## src/rtl/mips_lsu_pkg.sv

```systemverilog
// Shared encodings for the load/store unit: access sizes, FSM states and
// the endian lane-index helper used by the lane datapath.
package mips_lsu_pkg;

  localparam logic [1:0] SZ_BYTE = 2'b00;
  localparam logic [1:0] SZ_HALF = 2'b01;
  localparam logic [1:0] SZ_WORD = 2'b10;

  typedef enum logic [2:0] {
    IDLE   = 3'd0,
    LD_RD  = 3'd1,
    ST_WR  = 3'd2,
    RMW_RD = 3'd3,
    RMW_WR = 3'd4,
    RESP   = 3'd5,
    ERR    = 3'd6
  } lsu_state_t;

  // Maps a byte/half index to its physical lane; 'last' is the highest lane index.
  function automatic logic [1:0] lane_index(input logic [1:0] idx, input logic [1:0] last,
                                            input logic big);
    return big ? (last - idx) : idx;
  endfunction

endpackage

```

## src/rtl/lsu_lane_unit.sv

```systemverilog
// Combinational lane datapath: extracts and extends loaded bytes/halves and
// merges sub-word store data into a previously read word.
module lsu_lane_unit
  import mips_lsu_pkg::*;
#(
  parameter int BIG_ENDIAN = 0
) (
  input  logic [31:0] word,
  input  logic [1:0]  addr_lo,
  input  logic [1:0]  size,
  input  logic        sgn,
  input  logic [31:0] old_word,
  input  logic [31:0] wdata,
  output logic [31:0] rdata,
  output logic [31:0] merged
);

  localparam logic BIG = (BIG_ENDIAN != 0);

  logic [4:0]  shamt;
  logic [31:0] mask;
  logic [31:0] shifted;
  logic [1:0]  byte_lane;
  logic [1:0]  half_lane;

  assign byte_lane = lane_index(addr_lo, 2'd3, BIG);
  assign half_lane = lane_index({1'b0, addr_lo[1]}, 2'd1, BIG);

  always_comb begin
    shamt = 5'd0;
    mask  = 32'hFFFF_FFFF;
    case (size)
      SZ_BYTE: begin
        shamt = {byte_lane, 3'b000};
        mask  = 32'h0000_00FF;
      end
      SZ_HALF: begin
        shamt = {half_lane[0], 4'b0000};
        mask  = 32'h0000_FFFF;
      end
      default: ;
    endcase
  end

  assign shifted = word >> shamt;

  always_comb begin
    rdata = shifted;
    case (size)
      SZ_BYTE: rdata = sgn ? {{24{shifted[7]}}, shifted[7:0]} : {24'd0, shifted[7:0]};
      SZ_HALF: rdata = sgn ? {{16{shifted[15]}}, shifted[15:0]} : {16'd0, shifted[15:0]};
      default: ;
    endcase
  end

  // Sub-word stores keep every lane outside the addressed one untouched.
  assign merged = (old_word & ~(mask << shamt)) | ((wdata & mask) << shamt);

endmodule

```

## src/rtl/load_store_unit.sv

```systemverilog
// Initiator of the word-only data-memory port: accepts byte/half/word requests,
// performs sub-word stores as read-modify-write and reports misaligned/out-of-range errors.
module load_store_unit
  import mips_lsu_pkg::*;
#(
  parameter int DEPTH      = 8,
  parameter int BIG_ENDIAN = 0
) (
  input  logic        clk,
  input  logic        reset_n,
  input  logic        req_valid,
  output logic        req_ready,
  input  logic        req_we,
  input  logic [1:0]  req_size,
  input  logic        req_signed,
  input  logic [31:0] req_addr,
  input  logic [31:0] req_wdata,
  output logic        rsp_valid,
  output logic [31:0] rsp_rdata,
  output logic        rsp_err,
  output logic        mem_we,
  output logic [31:0] mem_a,
  output logic [31:0] mem_wd,
  input  logic [31:0] mem_rd
);

  lsu_state_t  state_reg;
  logic [31:0] addr_reg;
  logic [1:0]  size_reg;
  logic        sgn_reg;
  logic [31:0] wdata_reg;
  logic [31:0] word_reg;
  logic [31:0] rdata_reg;
  logic        err_wait_reg;

  logic        accept;
  logic        req_bad;
  logic [31:0] lane_rdata;
  logic [31:0] lane_merged;

  assign accept = req_valid & req_ready;

  assign req_bad = (req_size == 2'b11)
                 | ((req_size == SZ_HALF) & req_addr[0])
                 | ((req_size == SZ_WORD) & (req_addr[1:0] != 2'b00))
                 | (req_addr[31:DEPTH+2] != '0);

  lsu_lane_unit #(.BIG_ENDIAN(BIG_ENDIAN)) u_lane (
    .word     (mem_rd),
    .addr_lo  (addr_reg[1:0]),
    .size     (size_reg),
    .sgn      (sgn_reg),
    .old_word (word_reg),
    .wdata    (wdata_reg),
    .rdata    (lane_rdata),
    .merged   (lane_merged)
  );

  always_ff @(posedge clk) begin
    if (!reset_n) begin
      state_reg    <= IDLE;
      addr_reg     <= '0;
      size_reg     <= '0;
      sgn_reg      <= 1'b0;
      wdata_reg    <= '0;
      word_reg     <= '0;
      rdata_reg    <= '0;
      err_wait_reg <= 1'b0;
    end else begin
      case (state_reg)
        IDLE: begin
          if (accept) begin
            addr_reg  <= req_addr;
            size_reg  <= req_size;
            sgn_reg   <= req_signed;
            wdata_reg <= req_wdata;
            rdata_reg <= '0;
            if (req_bad) begin
              state_reg    <= ERR;
              err_wait_reg <= 1'b1;
            end else if (!req_we) begin
              state_reg <= LD_RD;
            end else if (req_size == SZ_WORD) begin
              state_reg <= ST_WR;
            end else begin
              state_reg <= RMW_RD;
            end
          end
        end
        LD_RD: begin
          rdata_reg <= lane_rdata;
          state_reg <= RESP;
        end
        ST_WR:  state_reg <= RESP;
        RMW_RD: begin
          word_reg  <= mem_rd;
          state_reg <= RMW_WR;
        end
        RMW_WR: state_reg <= RESP;
        RESP:   state_reg <= IDLE;
        ERR: begin
          // Errors spend one quiet cycle here so they complete with load latency.
          if (err_wait_reg) err_wait_reg <= 1'b0;
          else              state_reg    <= IDLE;
        end
        default: state_reg <= IDLE;
      endcase
    end
  end

  // Every output is gated by reset_n so nothing leaks out during a reset cycle.
  assign req_ready = reset_n && (state_reg == IDLE);
  assign rsp_err   = reset_n && (state_reg == ERR) && !err_wait_reg;
  assign rsp_valid = (reset_n && (state_reg == RESP)) || rsp_err;
  assign rsp_rdata = (reset_n && (state_reg == RESP)) ? rdata_reg : 32'd0;
  assign mem_we    = reset_n && ((state_reg == ST_WR) || (state_reg == RMW_WR));
  assign mem_a     = (reset_n && (state_reg != IDLE)) ? {addr_reg[31:2], 2'b00} : 32'd0;
  assign mem_wd    = !mem_we ? 32'd0 : ((state_reg == ST_WR) ? wdata_reg : lane_merged);

endmodule

```

## config.mk

```make
export PLATFORM = sky130hd
export DESIGN_NAME = load_store_unit
export DESIGN_NICKNAME = d
export VERILOG_FILES = /design/src/rtl/mips_lsu_pkg.sv /design/src/rtl/lsu_lane_unit.sv /design/src/rtl/load_store_unit.sv
export SDC_FILE = /design/constraint.sdc
export NUM_CORES = 1
export LEC_CHECK = 0
export CAP_MARGIN = 20
export CORE_MARGIN = 2
export CORE_UTILIZATION = 31
export CTS_CLUSTER_DIAMETER = 50
export DETAILED_ROUTE_END_ITERATION = 8
export HOLD_SLACK_MARGIN = 0.08
export PLACE_DENSITY = 0.68
export SLEW_MARGIN = 5
export SYNTH_ARGS = -nofsm -noshare
export SYNTH_HDL_FRONTEND = slang
export SYNTH_HIERARCHICAL = 1
export SYNTH_SLANG_ARGS = --single-unit
```

## constraint.sdc

```tcl
create_clock -name clk -period 4.35 [get_ports clk]
set_clock_uncertainty 0.2 [all_clocks]
set_input_delay 0.87 -clock clk [delete_from_list [all_inputs] [get_ports clk]]
set_output_delay 0.87 -clock clk [all_outputs]
set_load 0.05 [all_outputs]
```

# ---- Yosys cells after proc, flatten, opt, wreduce, memory -nomap -nowiden
# Index checks and enable logic that the tools add are counted.
dict set report totals {
  regBits 135
  inputBits 103
  out_inout_bits 100
  elab_cells 75
}
dict set report classes {
  eq_ne 13
  shift 3
  muxes 20
  bitwise_logic 10
  n_reduce_logical 21
}
# op count
set ops {}
lappend ops {{32-bit 2-to-1 mux} 7}
lappend ops {{32-bit case mux with 2 select lines} 3}
lappend ops {{32-bit AND} 2}
lappend ops {{32-bit by 5-bit << shifter with 32-bit output} 2}
lappend ops {{32-bit NOT} 1}
lappend ops {{32-bit OR} 1}
lappend ops {{32-bit by 5-bit right shift with 32-bit output} 1}
lappend ops {{22-bit nonzero test} 1}
lappend ops {{3-bit case mux with 4 select lines} 1}
lappend ops {{5-bit case mux with 2 select lines} 1}
lappend ops {{3-bit == test (second input constant)} 3}
lappend ops {{3-bit 2-to-1 mux} 3}
lappend ops {{3-bit by 2-bit == test with 1-bit output (second input constant)} 2}
lappend ops {{1-bit logical AND} 6}
lappend ops {{2-bit != test (second input constant)} 3}
lappend ops {{2-bit AND reduction} 3}
lappend ops {{2-bit nonzero test} 3}
lappend ops {{2-bit by 1-bit == test with 1-bit output (second input constant)} 2}
lappend ops {{2-bit == test (second input constant)} 2}
lappend ops {{1-bit AND} 3}
lappend ops {{3-bit by 1-bit == test with 1-bit output (second input constant)} 1}
lappend ops {{3-bit zero test} 1}
lappend ops {{1-bit 2-to-1 mux} 3}
lappend ops {{1-bit OR} 3}
lappend ops {{other kinds (8)} 9}

# ---- Longest topological paths before layout
dict set report depth {
  depth_word 8
  ltp_mapped 8
  ltp_nobuf 6
}

# ---- Hierarchy
# Netlist, hierarchy kept.
# mod instances cells_each area_each_um2 seq_area_each_um2
set by_module_without_submodules {}
lappend by_module_without_submodules {load_store_unit 1 803 5845.6 2702.6}
lappend by_module_without_submodules {lsu_lane_unit 1 199 1395.1 0.0}

# ---- Worst setup path before layout
# OpenSTA, ideal clock, no wires.
dict set report synth_path {
  kind {input port to output port}
  from {in reset_n}
  to {out rsp_valid}
  arrival_ns 2.504
  t_required_ns 3.280
  path_slack_ns 0.776
  path_stages 2
  n_path_buf 0
  path_cell_list {nor3b_1 or2_2}
}
dict set report synth_between {
  elab_chain_len 3
  word_cells_on_any_way 4
  cone_classes {reduce/logical (4)}
}
# element line
set synth_rtl {}
lappend synth_rtl {{start: declaration} load_store_unit.sv:10} ;# input logic reset_n,
lappend synth_rtl {{1-bit logical AND (2 in a row)} load_store_unit.sv:113} ;# assign rsp_err = reset_n && (state_reg == ERR) && !err_wait_reg;
lappend synth_rtl {{1-bit logical OR (*)} load_store_unit.sv:114} ;# assign rsp_valid = (reset_n && (state_reg == RESP)) || rsp_err;
lappend synth_rtl {{end: declaration} load_store_unit.sv:18} ;# output logic rsp_valid,
# Every way passes the cells marked *; elsewhere a longest branch is shown, timed or not.

# ---- Worst setup path after layout
dict set report layout_path {
  from {reg size_reg[0]}
  to {out mem_wd[29]}
}
dict set report layout_between {
  elab_chain_len 8
  word_cells_on_any_way 12
  cone_classes {eq/ne (1); shift (2); mux (4); bitwise (4); reduce/logical (1)}
}
# element line
set layout_rtl {}
lappend layout_rtl {{start: declaration} load_store_unit.sv:29} ;# logic [1:0] size_reg;
lappend layout_rtl {{start signal: assignment} load_store_unit.sv:74} ;# size_reg <= req_size;
lappend layout_rtl {{2-bit by 1-bit == test with 1-bit output or 2-bit zero test (tied branches)} lsu_lane_unit.sv:32} ;# case (size)
lappend layout_rtl {{32-bit case mux with 2 select lines or 5-bit case mux with 2 select lines (tied branches)} lsu_lane_unit.sv:32}
lappend layout_rtl {{32-bit by 5-bit << shifter with 32-bit output} lsu_lane_unit.sv:57} ;# assign merged = (old_word & ~(mask << shamt)) | ((wdata & mask) << shamt);
lappend layout_rtl {{32-bit NOT} lsu_lane_unit.sv:57}
lappend layout_rtl {{32-bit AND} lsu_lane_unit.sv:57}
lappend layout_rtl {{32-bit OR (*)} lsu_lane_unit.sv:57}
lappend layout_rtl {{net lane_merged[29]} load_store_unit.sv:39} ;# logic [31:0] lane_merged;
lappend layout_rtl {{32-bit 2-to-1 mux (*) (2 in a row)} load_store_unit.sv:118} ;# assign mem_wd = !mem_we ? 32'd0 : ((state_reg == ST_WR) ? wdata_reg : lane_merged);
lappend layout_rtl {{end: declaration} load_store_unit.sv:23} ;# output logic [31:0] mem_wd,
# The timed path passes the listed nets; every way through them passes the cells marked *.

==> results.tsv <==
stage	metric	value	unit
cts	cts repair resizes	0	
synthesis	Avg Cell Area, Syn	7.226	um2
layout	multi-input logic area	0.004099	mm2
pwr	power per cell area	336.6	mW/mm2
synthesis	register bit total from synthesis	135	
grt	All-Layer GR Usage	20.36	%
detailed_routing	WL met3	2391	um
timing	Final Max Tran Viols	0	
layout	FILL cells	2267	
setup_path	crit-path cells	buf_4 > o21a_1 > nor2_1 > a221o_1 > nand2_1 > a21oi_1 > buf_12	
timing	fin crit period	3775	ps
setup_path	crit end category	output pin	
timing	Slew headroom	35.63	%
synthesis	top cell type's share of synthesized area	37.33	%
layout	fin util	44.93	%
setup_path	Worst EP arrival	2700	ps
detailed_routing	initial DRC count	645	
synthesis	Cells after Synth	1002	
synthesis	sequential area share after synthesis	37.33	%
detailed_routing	Post-route DRC	0	
cts	Skew-Pair Late Insertion Delay	420	ps
grt	Overflow after GRT	0	
detailed_routing	met2 routed WL	10920	um
cts	Post-CTS Setup Bufs	0	
timing	# setup viols final	0	
synthesis	Post-synth EDFFs	0	
cts	CTS buffer count	17	
synthesis	area leader, netlist	dfxtp_1	
place	gp weighted congestion	0.8727	
place	Buffers on Ports	200	
cts	hold-fix buffer count after cts	0	
place	HPWL after DPL	17850	um
timing	Fin Setup TNS	0	ps
detailed_routing	highest routed layer	met5	
timing	Final Cycle Share	86.77	%
floorplan	Die Ht	156.8	um
setup_path	FF-to-FF path depth	6	
grt	first-pass GRT wire length	39260	um
grt	initial antenna violation count	1	
cts	CTS tree	built	
synthesis	Yosys Warn Count	6	
detailed_routing	Total Wirelength	25000	um
run_status	status	complete, no violations	
timing	Hold Vio Cnt, Final	0	
min_path	Hold Path Stages	2	
synthesis	synthesized cell area	0.007241	mm2
floorplan	FP Rows	55	
floorplan	I/O Pins	203	
timing	Worst Tran Pin Value	962.7	ps
setup_path	crit-path max cell delay	490	ps
layout	fraction of layout cells with a size suffix above 1	13.08	%
detailed_routing	Avg WL per Cell	16.86	um
floorplan	initial core utilization	31.79	%
cts	depth of the CTS H-tree	4	
synthesis	ys async rst share	0	%
setup_path	Critical Path Stages	7	
setup_path	CP Buf/Inv Count	2	
cts	clock root buffer	clkbuf_16	
detailed_routing	drt via density	5.148	
grt	vias in the first global route	7075	
cts	clock sinks	135	
layout	sequential cell area	0.002704	mm2
layout	diode count	0	
detailed_routing	Antenna Nets Post-Route	0	
synthesis	Synth area leaders	dfxtp_1 37%, nand2_1 16%, nand3_1 6.6%	
cts	Worst-path clk slew	60	ps
setup_path	crit-path leading delay family	compound AO/OA/AOI/OAI gates	
layout	most frequent cells in the layout	303 x nand2_1, 134 x dfxtp_1, 133 x clkdlybuf4s50_1	
layout	commonest non-fill, non-tap cell in the layout	nand2_1	
pwr	Max IR drop VDD	0.2891	mV
floorplan	core area	0.02278	mm2
setup_path	slowest CP cell	nor2_1	
timing	fmax	264.9	MHz
min_path	HP Class	flip-flop to flip-flop	
detailed_routing	1st-pass router iterations	5	
setup_path	kind of critical path	flip-flop to output pin	
run	MaxCap Viol Count	0	
layout	area grow syn2layout	41.33	%
pwr	leak pwr	3.848	nW
detailed_routing	DR vias	7635	
detailed_routing	met1 WL	11240	um
floorplan	die footprint	0.02460	mm2
floorplan	die width	156.8	um
cts	CTS max path bufs	2	
setup_path	critical path required time	3280	ps
timing	RSZ-0062 raised after global routing	no	
layout	Nets	1260	
setup_path	Worst Setup Start Kind	flip-flop	
pwr	Power Total	3.444	mW
setup_path	Worst Path Max Fanout	14	
synthesis	Synth Flop Type	dfxtp_1	
synthesis	Synth cell types	53	
grt	pin count of the biggest net entering global routing	70	
## cells by family (layout without fill, tap and decap cells)
group	Yosys count	after routing	synth area share, %
AND/OR/NAND/NOR	525	525	32.12
AO/OA/AOI/OAI	229	229	20.22
flip-flops	135	135	37.33
buffers and inverters	94	261	6.238
multiplexers	17	17	3.923
other	1	2	0.05179
XOR/XNOR	1	1	0.1210
## Yosys cell counts, types with 2 or more instances
cell / count
nand2_1: 303
dfxtp_1: 135
nand3_1: 95
a21oi_1: 60
a21boi_0: 59
nor2_1: 54
o21ai_0: 41
clkbuf_1: 36
and2_1: 35
buf_2: 34
a22oi_1: 16
a31oi_1: 16
nor2b_1: 11
buf_1: 9
mux2_2: 9
o21a_1: 9
a221o_1: 8
o22ai_1: 8
buf_4: 7
a21boi_1: 5
nor4_1: 5
buf_6: 4
inv_1: 4
mux4_1: 4
mux4_2: 3
and3_1: 2
nand3b_1: 2
nand4_1: 2
nor3_4: 2
## final cells by class
type,instances,share of cell area [%]
Sequential cell,135,26.42
Timing Repair Buffer,225,24.13
Multi-Input combinational cell,774,40.05
Clock buffer,19,4.426
Inverter,4,0.1467
Tap cell,313,3.827
Clock inverter,13,0.9903
## tightest hold or removal path: stages (launching register included)
cell and delay, ps:
dfxtp_1 310, nand3_1 60, a21boi_1 50
## per-stage QoR
stage / setup WS (ps) / std cells / area, um2 / hold slack [ps]
after floorplan: 776.1 / 1003 / 7244 / 240.0
after global placement: 863.5 / 1448 / 9622 / 251.5
after detailed placement: 863.8 / 1448 / 9622 / 257.6
after CTS: 574.8 / 1480 / 10180 / 266.0
after global routing: 457.0 / 1483 / 10230 / 284.1
final: 575.3 / 1483 / 10230 / 264.4
## report_power, final
| group | total [mW] | switching [mW] | internal, mW |
|---|---|---|---|
| Sequential | 1.38 | 0.0728 | 1.31 |
| Clock | 1.36 | 0.599 | 0.761 |
| Combinational | 0.702 | 0.410 | 0.292 |
## metal layers
| layer | vias to the layer above | global-route usage (%) |
|---|---|---|
| met4 | 2 | 5.636 |
| met3 | 32 | 6.065 |
| met5 | - | 0 |
| met1 | 3540 | 27.74 |
| li1 | 3710 | - |
| met2 | 351 | 31.18 |
## worst paths after layout
| check | from | end | slack [ps] |
|---|---|---|---|
| max | size_reg[0] | mem_wd[29] | 580 |
| min | rdata_reg[1] | rdata_reg[1] | 260 |
| max reg2reg | size_reg[1] | rdata_reg[28] | 1440 |
| min reg2reg | rdata_reg[1] | rdata_reg[1] | 260 |
Note: power is estimated with default switching activity, not from simulation.
